File: src/rtl/program_sequencer.sv
// program_sequencer
// Host-side companion to the pipelined calculator core. Accepts calculator
// operations over a valid/ready stream, encodes each one into an 18-bit
// instruction word, writes the words into the core's instruction memory,
// then steps the core's Counter through the loaded program and collects
// each Result, tagged with the instruction index that produced it.
//
// Optional feature macro: RESULT_CHECKSUM_EN
//   When defined, adds the Checksum output: a running modulo-2^DATA_WIDTH
//   sum of every Out_Result delivered during the current program. It is
//   cleared on reset and on an accepted Start, and is final when Done rises.
//
// Input handshake: an operation transfers on a rising CLK edge where
// In_Valid and In_Ready are both high. In_Ready depends only on the
// registered state, never on In_Valid. The operation fields and In_Last
// are only meaningful while In_Valid is high.

module program_sequencer #(
    parameter int ADDRESS_WIDTH = 10,
    parameter int DATA_WIDTH    = 18,
    parameter int CORE_LATENCY  = 3
) (
    input  logic                     CLK,
    input  logic                     Reset_n,
    input  logic                     Start,
    input  logic                     In_Valid,
    output logic                     In_Ready,
    input  logic                     In_Last,
    input  logic [1:0]               In_Operation,
    input  logic [7:0]               In_Operand_1,
    input  logic [7:0]               In_Operand_2,
    output logic                     Mem_Write_Enable,
    output logic [ADDRESS_WIDTH-1:0] Mem_Write_Address,
    output logic [DATA_WIDTH-1:0]    Mem_Write_Data,
    output logic [ADDRESS_WIDTH-1:0] Counter,
    input  logic [DATA_WIDTH-1:0]    Core_Result,
    output logic                     Out_Valid,
    output logic [ADDRESS_WIDTH-1:0] Out_Index,
    output logic [DATA_WIDTH-1:0]    Out_Result,
    output logic                     Busy,
    output logic                     Done,
    output logic                     Overflow_Error
`ifdef RESULT_CHECKSUM_EN
    ,
    output logic [DATA_WIDTH-1:0]    Checksum
`endif
);

    // ------------------------------------------------------------------
    // State encoding
    // ------------------------------------------------------------------
    localparam logic [2:0] S_IDLE  = 3'd0;
    localparam logic [2:0] S_LOAD  = 3'd1;
    localparam logic [2:0] S_GAP   = 3'd2;
    localparam logic [2:0] S_RUN   = 3'd3;
    localparam logic [2:0] S_DRAIN = 3'd4;
    localparam logic [2:0] S_DONE  = 3'd5;

    // ------------------------------------------------------------------
    // Registers
    // ------------------------------------------------------------------
    logic [2:0]               r_state;
    logic [ADDRESS_WIDTH-1:0] r_wr_ptr;
    // One bit wider than the address so a full 2^ADDRESS_WIDTH program fits.
    logic [ADDRESS_WIDTH:0]   r_len;
    logic [ADDRESS_WIDTH-1:0] r_counter;
    logic                     r_mem_we;
    logic [ADDRESS_WIDTH-1:0] r_mem_addr;
    logic [DATA_WIDTH-1:0]    r_mem_data;
    logic                     r_overflow;
    logic [CORE_LATENCY-1:0]  r_sr_valid;
    logic [ADDRESS_WIDTH-1:0] r_sr_index [CORE_LATENCY];
    logic                     r_out_valid;
    logic [ADDRESS_WIDTH-1:0] r_out_index;
    logic [DATA_WIDTH-1:0]    r_out_result;

    // ------------------------------------------------------------------
    // Combinational helpers
    // ------------------------------------------------------------------
    logic [2:0]               w_next_state;
    logic                     w_in_ready;
    logic                     w_handshake;
    logic                     w_start_ok;
    logic                     w_last_addr;
    logic                     w_load_end;
    logic                     w_run_end;
    logic                     w_sr_empty;
    logic [DATA_WIDTH-1:0]    w_enc_word;

    assign w_in_ready  = (r_state == S_LOAD);
    assign w_handshake = In_Valid & w_in_ready;
    // Start is only honoured when no load or run is in progress.
    assign w_start_ok  = Start & ((r_state == S_IDLE) | (r_state == S_DONE));
    assign w_last_addr = (r_wr_ptr == {ADDRESS_WIDTH{1'b1}});
    // A load ends on the marked final word or when memory is full.
    assign w_load_end  = w_handshake & (In_Last | w_last_addr);
    // Program length is at least one word whenever RUN is reached.
    assign w_run_end   = (r_state == S_RUN) &
                         ({1'b0, r_counter} == (r_len - 1'b1));
    assign w_sr_empty  = (r_sr_valid == '0);
    // [17:16] operation, [15:8] operand 1, [7:0] operand 2.
    assign w_enc_word  = {In_Operation, In_Operand_1, In_Operand_2};

    // ------------------------------------------------------------------
    // Outputs
    // ------------------------------------------------------------------
    assign In_Ready          = w_in_ready;
    assign Busy              = (r_state == S_LOAD) | (r_state == S_GAP) |
                               (r_state == S_RUN)  | (r_state == S_DRAIN);
    assign Done              = (r_state == S_DONE);
    assign Mem_Write_Enable  = r_mem_we;
    assign Mem_Write_Address = r_mem_addr;
    assign Mem_Write_Data    = r_mem_data;
    assign Counter           = r_counter;
    assign Out_Valid         = r_out_valid;
    assign Out_Index         = r_out_index;
    assign Out_Result        = r_out_result;
    assign Overflow_Error    = r_overflow;

    // Next-state selection for the load / run sequence.
    always_comb begin
        w_next_state = r_state;
        case (r_state)
            S_IDLE:  if (w_start_ok) w_next_state = S_LOAD;
            S_LOAD:  if (w_load_end) w_next_state = S_GAP;
            // One idle cycle so the final memory write commits before reading.
            S_GAP:   w_next_state = S_RUN;
            S_RUN:   if (w_run_end) w_next_state = S_DRAIN;
            // Leave once the last tracked instruction has produced Out_Valid.
            S_DRAIN: if (w_sr_empty) w_next_state = S_DONE;
            S_DONE:  if (w_start_ok) w_next_state = S_LOAD;
            default: w_next_state = S_IDLE;
        endcase
    end

    // State register.
    always_ff @(posedge CLK or negedge Reset_n) begin
        if (!Reset_n) begin
            r_state <= S_IDLE;
        end else begin
            r_state <= w_next_state;
        end
    end

    // Load path: write pointer, program length and the registered write port.
    always_ff @(posedge CLK or negedge Reset_n) begin
        if (!Reset_n) begin
            r_wr_ptr   <= '0;
            r_len      <= '0;
            r_mem_we   <= 1'b0;
            r_mem_addr <= '0;
            r_mem_data <= '0;
        end else begin
            r_mem_we <= w_handshake;
            if (w_start_ok) begin
                r_wr_ptr <= '0;
                r_len    <= '0;
            end else if (w_handshake) begin
                r_mem_addr <= r_wr_ptr;
                r_mem_data <= w_enc_word;
                r_wr_ptr   <= r_wr_ptr + 1'b1;
                r_len      <= r_len + 1'b1;
            end
        end
    end

    // Sticky flag: memory filled up before a word marked In_Last arrived.
    always_ff @(posedge CLK or negedge Reset_n) begin
        if (!Reset_n) begin
            r_overflow <= 1'b0;
        end else if (w_start_ok) begin
            r_overflow <= 1'b0;
        end else if (w_handshake & w_last_addr & ~In_Last) begin
            r_overflow <= 1'b1;
        end
    end

    // Read index: counts 0..length-1 during RUN, parked at 0 otherwise.
    always_ff @(posedge CLK or negedge Reset_n) begin
        if (!Reset_n) begin
            r_counter <= '0;
        end else if ((r_state == S_RUN) && !w_run_end) begin
            r_counter <= r_counter + 1'b1;
        end else begin
            r_counter <= '0;
        end
    end

    // Latency-matching shift register carrying (valid, index) for each
    // Counter value so it lines up with the core's Result.
    always_ff @(posedge CLK or negedge Reset_n) begin
        if (!Reset_n) begin
            r_sr_valid <= '0;
            for (int i = 0; i < CORE_LATENCY; i++) begin
                r_sr_index[i] <= '0;
            end
        end else begin
            r_sr_valid[0] <= (r_state == S_RUN);
            r_sr_index[0] <= r_counter;
            for (int i = 1; i < CORE_LATENCY; i++) begin
                r_sr_valid[i] <= r_sr_valid[i-1];
                r_sr_index[i] <= r_sr_index[i-1];
            end
        end
    end

    // Result capture; Out_Result and Out_Index hold between valid cycles.
    always_ff @(posedge CLK or negedge Reset_n) begin
        if (!Reset_n) begin
            r_out_valid  <= 1'b0;
            r_out_index  <= '0;
            r_out_result <= '0;
        end else if (r_sr_valid[CORE_LATENCY-1]) begin
            r_out_valid  <= 1'b1;
            r_out_index  <= r_sr_index[CORE_LATENCY-1];
            r_out_result <= Core_Result;
        end else begin
            r_out_valid  <= 1'b0;
        end
    end

`ifdef RESULT_CHECKSUM_EN
    logic [DATA_WIDTH-1:0] r_checksum;

    assign Checksum = r_checksum;

    // Running sum of delivered results, one cycle behind Out_Valid.
    always_ff @(posedge CLK or negedge Reset_n) begin
        if (!Reset_n) begin
            r_checksum <= '0;
        end else if (w_start_ok) begin
            r_checksum <= '0;
        end else if (r_out_valid) begin
            r_checksum <= r_checksum + r_out_result;
        end
    end
`else
    // No checksum accumulator in this build.
`endif

endmodule

File: config.mk
export PLATFORM = sky130hd
export DESIGN_NAME = program_sequencer
export DESIGN_NICKNAME = d
export VERILOG_FILES = /design/src/rtl/program_sequencer.sv
export SDC_FILE = /design/constraint.sdc
export NUM_CORES = 1
export LEC_CHECK = 0
export CAP_MARGIN = 30
export CORE_MARGIN = 10
export CORE_UTILIZATION = 50
export DETAILED_ROUTE_END_ITERATION = 16
export PLACE_DENSITY_LB_ADDON = 0.08
export SYNTH_ARGS = -nofsm -noshare
export SYNTH_HDL_FRONTEND = slang
export SYNTH_SLANG_ARGS = --single-unit
File: constraint.sdc
create_clock -name CLK -period 2.7 [get_ports CLK]
set_clock_uncertainty 0.05 [all_clocks]
set_input_delay 0.405 -clock CLK [delete_from_list [all_inputs] [get_ports CLK]]
set_output_delay 0.405 -clock CLK [all_outputs]
set_load 0.02 [all_outputs]
---- After elaboration in Yosys (flattened, before gate mapping) ----
Index checks and enable logic that the tools add are counted.
word-level totals
  input bits .............................. 41
  word-level logic and storage cells ...... 65
  latch bits .............................. 0
  bits in writable memories ............... 0
  ROM bits ................................ 0
  bits in registers ....................... 126
  memories ................................ 0
  output and inout bits ................... 72
operators by class
  bitwise gates (word level) .............. 13
  $add $sub $neg .......................... 4
  div/mod/pow operators ................... 0
  mux-type cells .......................... 13
  reduce and logical (&&, ||, !) cells .... 9
  $lt $le $gt $ge ......................... 0
  multipliers ............................. 0
  equal/unequal tests ..................... 11
  shift operators ......................... 0
operators with widths
  operator                 number
  $mux W10                 3
  $mux W11                 2
  $add A10 B1 Y10 const B  2
  $pmux W3 S5              1
  $mux W3                  4
  $add A11 B1 Y11 const B  1
  $eq A10 B11 Y1           1
  $sub A11 B1 Y11 const B  1
  $eq A10 B10 Y1 const B   1
  $and A1 B1 Y1            6
  $eq A3 B2 Y1 const B     2
  $eq A3 B3 Y1 const B     2
  $logic_not A3 Y1         2
  $or A1 B1 Y1             5
  $ne A2 B1 Y1 const B     2
  $ne A2 B2 Y1 const B     2
  $reduce_and A4 Y1        1
  $reduce_bool A2 Y1       2
  $eq A3 B1 Y1 const B     1
  $mux W1                  3
  $not A1 Y1               2
  $reduce_and A2 Y1        1
  $reduce_or A2 Y1         1
  $logic_and A1 B1 Y1      1
  $logic_not A1 Y1         1

---- Longest topological paths before layout ----
Gate-level depths: netlist of run 1.
  depth in word-level cells ............... 6
  depth in mapped cells ................... 10
  depth with buffers taken out ............ 8

---- Least setup slack after synthesis of run 1 ----
No wires, ideal clock.
  path type ............................... register to register
  start point ............................. register r_len[0]
  end point ............................... register r_counter[2], in the netlist Counter[2]
  arrival time ............................ 2.317 ns
  required time ........................... 2.515 ns
  clock period less this slack ............ 2.502 ns
  cell stages (with the launch flop) ...... 11
  slack ................................... 0.198 ns
  buffers on the path ..................... 2
  library setup time ...................... 0.135 ns
  cells stage by stage .................... dfrtp_1 buf_2 inv_1 ha_1 buf_2 or4b_4 nor4_2 xnor2_1 nand4_1 o31ai_4 nor2_1
on the way
  longest elaborated chain between the ends .. 6
ends and longest elaborated chain
  item                    line  RTL
  start, declared         65    logic [ADDRESS_WIDTH:0] r_len;
  start signal, assigned  162   r_len <= r_len + 1'b1;
  $sub A11 B1 Y11         99    ({1'b0, r_counter} == (r_len - 1'b1));
  $eq A10 B11 Y1          99
  $and A1 B1 Y1           98    assign w_run_end = (r_state == S_RUN) &
  $logic_not A1 Y1        182   end else if ((r_state == S_RUN) && !w_run_end) begin
  $logic_and A1 B1 Y1     182
  $mux W10                182
  end signal, assigned    183   r_counter <= r_counter + 1'b1;
  end, declared           66    logic [ADDRESS_WIDTH-1:0] r_counter;
Every way passes these cells.
A chain may end at the register's enable or synchronous reset.

---- Worst setup path in the final report of run 1 ----
  start point ............................. register r_len[1]
  end point ............................... register r_counter[5], in the netlist Counter[5]
The elaborated chain is that of the path after synthesis.

==> run_results.csv, run 1 <==
group,metric,value,unit
detailed_routing,routed_wl,11600,um
detailed_routing,avgViaCountPerCell,5.05,
floorplan,dieArea,0.0147,mm2
critical_path,reg2reg_to,"Counter[5]$_DFF_PN0_",
grt,overflow,0,
final_layout,drive_above_1_share,13.9,%
synthesis,synth_nets,497,
floorplan,io_pins,113,
grt,grt_util_all_layers,16.1,%
clock_network,cts.sink_count,126,
synthesis,synth-seq-cells,126,
detailed_routing,ant_nets,0,
pwr,irDropWorstVdd,0.000539,V
grt,grt_max_degree,66,
status,status,"completed",
grt,grtUsageMet3,4.42,%
worst_hold_path,hp-class,"flip-flop to flip-flop",
grt,busiest_layer,"met2",
timing,setup_tns,0,ns
clock_network,cts_resized,0,
timing,min_period,2.46,ns
synthesis,avgSynthCellArea,11.3,um2
grt,grt_first_pass_wirelength,19000,um
timing,timing.fmax,406,MHz
clock_network,cts_tree,"yes",
final_layout,seqCellArea,0.00315,mm2
floorplan,initial_core_util,51.9,%
final_layout,nNetsFinal,617,
timing,finalCritPeriodShare,91.1,%
final_layout,design_area,0.00698,mm2
detailed_routing,drt-initial-drc-count,185,
grt,grt_use_met2,27.4,%
pwr,p_per_area,1070,mW/mm2
clock_network,cts_htree_levels,4,
critical_path,r2r_cells,8,
floorplan,die_height,121,um
synthesis,synth-async-reset-ratio,100,%
timing,whs,0.296,ns
timing,timing.slew.headroom,46.8,%
floorplan,core.rowCount,36,
clock_network,clockRootBuffer,"clkbuf_8",
worst_hold_path,worstHoldStart,"r_sr_index[10]$_DFF_PN0_",
clock_network,clk_pin_slew,0.05,ns
placed_design,finalWeightedCongestion,0.832,
final_layout,nFillCells,698,
critical_path,r2r_setup_slack,0.24,ns
worst_hold_path,whs_endpoint,"r_sr_index[0]$_DFF_PN0_",
synthesis,netlist_instances,452,
placed_design,place_inst,685,
placed_design,dpl.hpwl,8180,um
grt,grt_use_met1,19.1,%
detailed_routing,drt_pass1_iterations,4,
critical_path,cp.arrival,2.77,ns
detailed_routing,avgRoutedWirePerCell,16.2,um
clock_network,worstSkewPairLatency,0.50,ns
critical_path,critPathRequiredTime,3.01,ns
detailed_routing,vias,3624,
placed_design,io_buffers,112,
final_layout,utilization,70.8,%
timing,rsz0062_at_grt,"no",
final_layout,post_layout_nonfiller_instances,717,
synthesis,synth_edf_count,0,
critical_path,crit_path_start_kind,"flip-flop",
timing,hold_violations,0,
critical_path,crit_type,"flip-flop to flip-flop",
timing,slew_violations,0,
grt,grt_pass1_vias,3780,
pwr,p_leak,3.18,nW
critical_path,reg2reg_from,"r_len[1]$_DFFE_PN0P_",
synthesis,ys.flop_type,"dfrtp_1",
critical_path,setup.worst_path.end_class,"flip-flop",
synthesis,synthesis.area,0.00512,mm2
clock_network,clockBufferDepth,2,
timing,worst_pin_slew,0.798,ns
final_layout,syn2layout_area_growth,36.4,%
synthesis,synth_cell_types,49,
grt,antenna_found_initial,0,
worst_hold_path,hold_path_depth,0,
clock_network,cts_made_buffers,17,
floorplan,die_x,121,um
final_layout,n_antenna_cell,0,
timing,setup_viol,0,
job,max_cap_violations,0,
critical_path,cp_max_fo,10,
placed_design,placement.cell_area,0.00639,mm2
final_layout,multi_input_area,0.00182,mm2
synthesis,yosys_warnings,0,
floorplan,fp.coreArea,0.00986,mm2
synthesis,synth_seq_area_share,61.6,%
detailed_routing,remaining_drc_errors,0,
[placed cells by master, fill, tap and decap left out, types with 8 or more instances in the layout]
cell type        count
dfrtp_1            126
clkdlybuf4s50_1    111
nand2_1            100
nor2_1              44
mux2_2              28
xor2_1              20
xnor2_1             20
clkbuf_16           16
nand3_1             12
buf_4               12
nand4_1              9
nor3_1               8
[stage by stage]
stage,worst slack [ns],power (mW)
after global placement,0.359,5.24
final,0.239,7.47
after detailed placement,0.270,5.32
after floorplan,0.198,4.22
after global routing,0.0811,7.88
after CTS,0.222,7.56
[worst max-delay path by stage]
stage	start	end
3_5_place_dp	r_len[1]$_DFFE_PN0P_	Counter[5]$_DFF_PN0_
4_1_cts	r_len[1]$_DFFE_PN0P_	Counter[5]$_DFF_PN0_
5_1_grt	r_len[1]$_DFFE_PN0P_	Counter[5]$_DFF_PN0_
3_3_place_gp	r_len[0]$_DFFE_PN0P_	Counter[9]$_DFF_PN0_
2_1_floorplan	r_len[0]$_DFFE_PN0P_	Counter[2]$_DFF_PN0_
6_report	r_len[1]$_DFFE_PN0P_	Counter[5]$_DFF_PN0_
[critical path, stage by stage (launching register included)]
cell       delay (ns)
dfrtp_1          0.34
inv_1            0.06
ha_1             0.20
buf_4            0.17
o21bai_1         0.17
a2111oi_1        0.64
a311oi_4         0.12
o31ai_4          0.46
nor2_1           0.11
[power by group]
part	switching (mW)	internal, mW
combinational	1.26	1.22
sequential	0.360	2.44
clock	0.781	1.42
total	2.40	5.07
[flip-flops by register name, summed over array words and instances, names as in the netlist, 3 cells and up]
| signal | count |
|---|---|
| r_wr_ptr | 10 |
| Mem_Write_Data | 18 |
| Mem_Write_Address | 10 |
| r_sr_index | 30 |
| r_sr_valid | 3 |
| Out_Result | 18 |
| Counter | 10 |
| Out_Index | 10 |
| r_state | 3 |
| r_len | 11 |
[kinds of logic after synthesis]
family	Yosys count	synth area share, %
flops	126	61.6
xor+xnor	40	6.84
simple gates	194	17.0
compound gates	28	4.62
mux	28	6.16
fa+ha+maj	4	0.978
buf+inv	32	2.81
[area by class of cell]
type	count	share of cell area (%)
Clock buffer	20	6.24
Clock inverter	11	2.04
Inverter	8	0.430
Multi-Input combinational cell	294	26.1
Sequential cell	126	45.2
Tap cell	133	2.38
Timing Repair Buffer	125	17.6
[cells in the mapped netlist (3+ instances only)]
| cell type | count | share of area [%] |
|---|---|---|
| buf_1 | 3 | 0.22 |
| nor3_1 | 8 | 0.78 |
| buf_2 | 6 | 0.59 |
| nand3_1 | 12 | 1.2 |
| clkbuf_1 | 12 | 0.88 |
| dfrtp_1 | 126 | 62 |
| nand4_1 | 9 | 1.1 |
| o21ai_0 | 5 | 0.49 |
| ha_1 | 4 | 0.98 |
| xor2_1 | 20 | 3.4 |
| and3_1 | 4 | 0.49 |
| xnor2_1 | 20 | 3.4 |
| inv_1 | 7 | 0.51 |
| a21oi_1 | 4 | 0.39 |
| mux2_2 | 28 | 6.2 |
| nor2_1 | 44 | 3.2 |
| nand2_1 | 100 | 7.3 |
[what timing repair did]
item                      4_1_cts  5_1_grt
buffers inserted                0        0
hold endpoints to repair       62        0
hold buffers                    1        0
[routing by layer]
layer,vias to the layer above,routed length [um]
met5,-,0
met4,0,160
met3,13,598
met2,95,5960
met1,1778,4870
li1,1738,-
Power figures use the tool's default switching activity.
==> inputs of run 2 (changes only) <==
--- a/config.mk
+++ b/config.mk
@@ -7,7 +7,7 @@
 export LEC_CHECK = 0
 export CAP_MARGIN = 30
 export CORE_MARGIN = 10
-export CORE_UTILIZATION = 50
+export CORE_UTILIZATION = 54
 export DETAILED_ROUTE_END_ITERATION = 16
 export PLACE_DENSITY_LB_ADDON = 0.08
 export SYNTH_ARGS = -nofsm -noshare
==> constraint.sdc (replaced) <==
create_clock -name CLK -period 2.9 [get_ports CLK]
set_clock_uncertainty 0.05 [all_clocks]
set_input_delay 0.435 -clock CLK [delete_from_list [all_inputs] [get_ports CLK]]
set_output_delay 0.435 -clock CLK [all_outputs]
set_load 0.02 [all_outputs]
==> run 2 against run 1 <==
  * Die area decreased by 6.2%
  * Combinational power decreased by 8.5%
  * Critical endpoint is now Counter[7]$_DFF_PN0_
  * Critical path depth unchanged
  * Largest power group unchanged
  * Worst hold slack about the same
  * Routed wire length increased by 5.5%
  * Critical path type unchanged
  * Clock power decreased by 10%
  * Maximum frequency decreased by 6.7%
==> run_results.csv, run 2 (synthesis results as in run 1) <==
group,metric,value,unit
clock_network,cts_htree_levels,4,
timing,slew_violations,0,
clock_network,clockBufferDepth,2,
detailed_routing,remaining_drc_errors,0,
grt,busiest_layer,"met2",
clock_network,cts_hold_buf,1,
timing,hold_violations,0,
timing,timing.fmax,379,MHz
pwr,fin_total_pwr,6.89,mW
final_layout,post_layout_nonfiller_instances,711,
critical_path,cp_slowest_cell,"or4b_4",
placed_design,place_inst,678,
floorplan,die_x,117,um
grt,grt_use_met2,30.5,%
final_layout,mostFrequentLayoutCells,"dfrtp_1, clkdlybuf4s50_1, nand2_1, nor2_1, mux2_2",
final_layout,drive_above_1_share,13.9,%
final_layout,final_common_cell,"dfrtp_1",
detailed_routing,drt_pass1_iterations,4,
placed_design,place_ws,0.286,ns
pwr,p_comb_share,32.9,%
clock_network,cts_tree,"yes",
detailed_routing,avgRoutedWirePerCell,17.2,um
timing,worst_pin_slew,0.667,ns
pwr,seq_power_share,38.4,%
pwr,p_clk_share,28.6,%
timing,finalCritPeriodShare,91.0,%
critical_path,crit_type,"flip-flop to flip-flop",
detailed_routing,drt-initial-drc-count,196,
final_layout,design_area,0.00693,mm2
floorplan,fp.coreArea,0.00924,mm2
pwr,power.switching,2.41,mW
grt,antenna_found_initial,0,
critical_path,setup.worst_path.end_class,"flip-flop",
critical_path,cp.arrival,2.95,ns
floorplan,io_pins,113,
pwr,p_per_area,994,mW/mm2
timing,setup_viol,0,
pwr,p_leak,3.15,nW
floorplan,core.rowCount,35,
detailed_routing,vias,3677,
clock_network,clk_pin_slew,0.07,ns
floorplan,die_height,117,um
clock_network,clockRootBuffer,"clkbuf_8",
timing,setup_tns,0,ns
final_layout,largest_reg_flops,30,
clock_network,cts_setup_buffers,0,
pwr,irDropWorstVdd,0.000477,V
timing,whs,0.296,ns
grt,grt_max_degree,56,
timing,min_period,2.64,ns
final_layout,nFillCells,647,
final_layout,nNetsFinal,614,
critical_path,crit_path_max_incr_delay,0.51,ns
critical_path,crit_path_start_kind,"flip-flop",
grt,grtUsageMet3,5.85,%
final_layout,multi_input_area,0.00182,mm2
clock_network,worstSkewPairLatency,0.50,ns
detailed_routing,routed_wl,12200,um
placed_design,dpl.hpwl,8240,um
critical_path,critPathRequiredTime,3.22,ns
placed_design,placement.cell_area,0.00637,mm2
worst_hold_path,hp-class,"flip-flop to flip-flop",
pwr,swShare,35.0,%
job,max_cap_violations,0,
status,status,"completed",
clock_network,cts.sink_count,126,
detailed_routing,avgViaCountPerCell,5.17,
grt,grt_first_pass_wirelength,20300,um
clock_network,cts_made_buffers,17,
final_layout,syn2layout_area_growth,35.4,%
critical_path,cp_max_fo,10,
floorplan,dieArea,0.0138,mm2
grt,overflow,0,
clock_network,cts_resized,0,
pwr,internal_power,4.48,mW
final_layout,utilization,75.0,%
critical_path,cp_cell_sequence,"inv_1 -> ha_1 -> or4b_4 -> nor4_2 -> xnor2_1 -> nand4_1 -> o31ai_4 -> nor2_1",
grt,grt_pass1_vias,3886,
placed_design,io_buffers,112,
final_layout,n_antenna_cell,0,
timing,setup_ws,0.262,ns
final_layout,seqCellArea,0.00315,mm2
placed_design,finalWeightedCongestion,0.852,
timing,rsz0062_at_grt,"no",
floorplan,initial_core_util,55.4,%
detailed_routing,ant_nets,0,
final_layout,top_register,"r_sr_index",
timing,timing.slew.headroom,55.5,%
grt,grt_util_all_layers,18.0,%
grt,grt_use_met1,20.7,%
==> run 2: cell count changes in the layout (fill, tap and decap cells not counted) <==
cell       change
buf_4          -3
bufinv_16      -3
clkbuf_1       -2
clkbuf_8       -1
clkinv_2       -4
clkinv_4       +1
inv_6          +5
inv_8          +5
==> run 2: worst paths after layout <==
kind,from,to,slack [ns],depth (start not counted)
min in group asynchronous,Reset_n,Out_Index[2]$_DFFE_PN0P_,0.45,2
min reg2reg,r_sr_index[22]$_DFF_PN0_,r_sr_index[12]$_DFF_PN0_,0.30,0
max,r_len[1]$_DFFE_PN0P_,Counter[7]$_DFF_PN0_,0.26,8
max reg2reg,r_len[1]$_DFFE_PN0P_,Counter[7]$_DFF_PN0_,0.26,8
max in group asynchronous,Reset_n,Mem_Write_Data[3]$_DFFE_PN0P_,1.61,3
min,r_sr_index[22]$_DFF_PN0_,r_sr_index[12]$_DFF_PN0_,0.30,0
==> run 2: power groups by stage <==
stage               clock [mW]  sequential [mW]  combinational [mW]
floorplan                    0             2.92                1.01
global placement             0             2.63                2.23
detailed placement           0             2.66                2.28
CTS                       2.01             2.65                2.31
global route              2.09             2.72                2.46
finish                    1.97             2.65                2.27
==> run 2: worst max-delay path: cells and delay by family (launching register included) <==
family / cells / cell delay (ns)
AND/OR/NAND/NOR: 4 / 1.02
flip-flops: 1 / 0.48
AO/OA/AOI/OAI: 1 / 0.47
adder cells (fa/ha/maj): 1 / 0.22
XOR/XNOR: 1 / 0.15
buffers and inverters: 1 / 0.12
==> run 2: routing by layer <==
layer	routed length (um)	vias up
met3	659	14
met2	6290	113
met4	213	0
met1	5050	1816
met5	0	-
li1	-	1734
==> run 2: area by class of cell <==
class	instances	area share, %
clock buffer	17	5.97
clock inverter	15	2.04
inverter	8	0.433
multi-input combinational	294	26.3
sequential	126	45.5
tap	129	2.33
timing repair buffer	122	17.4
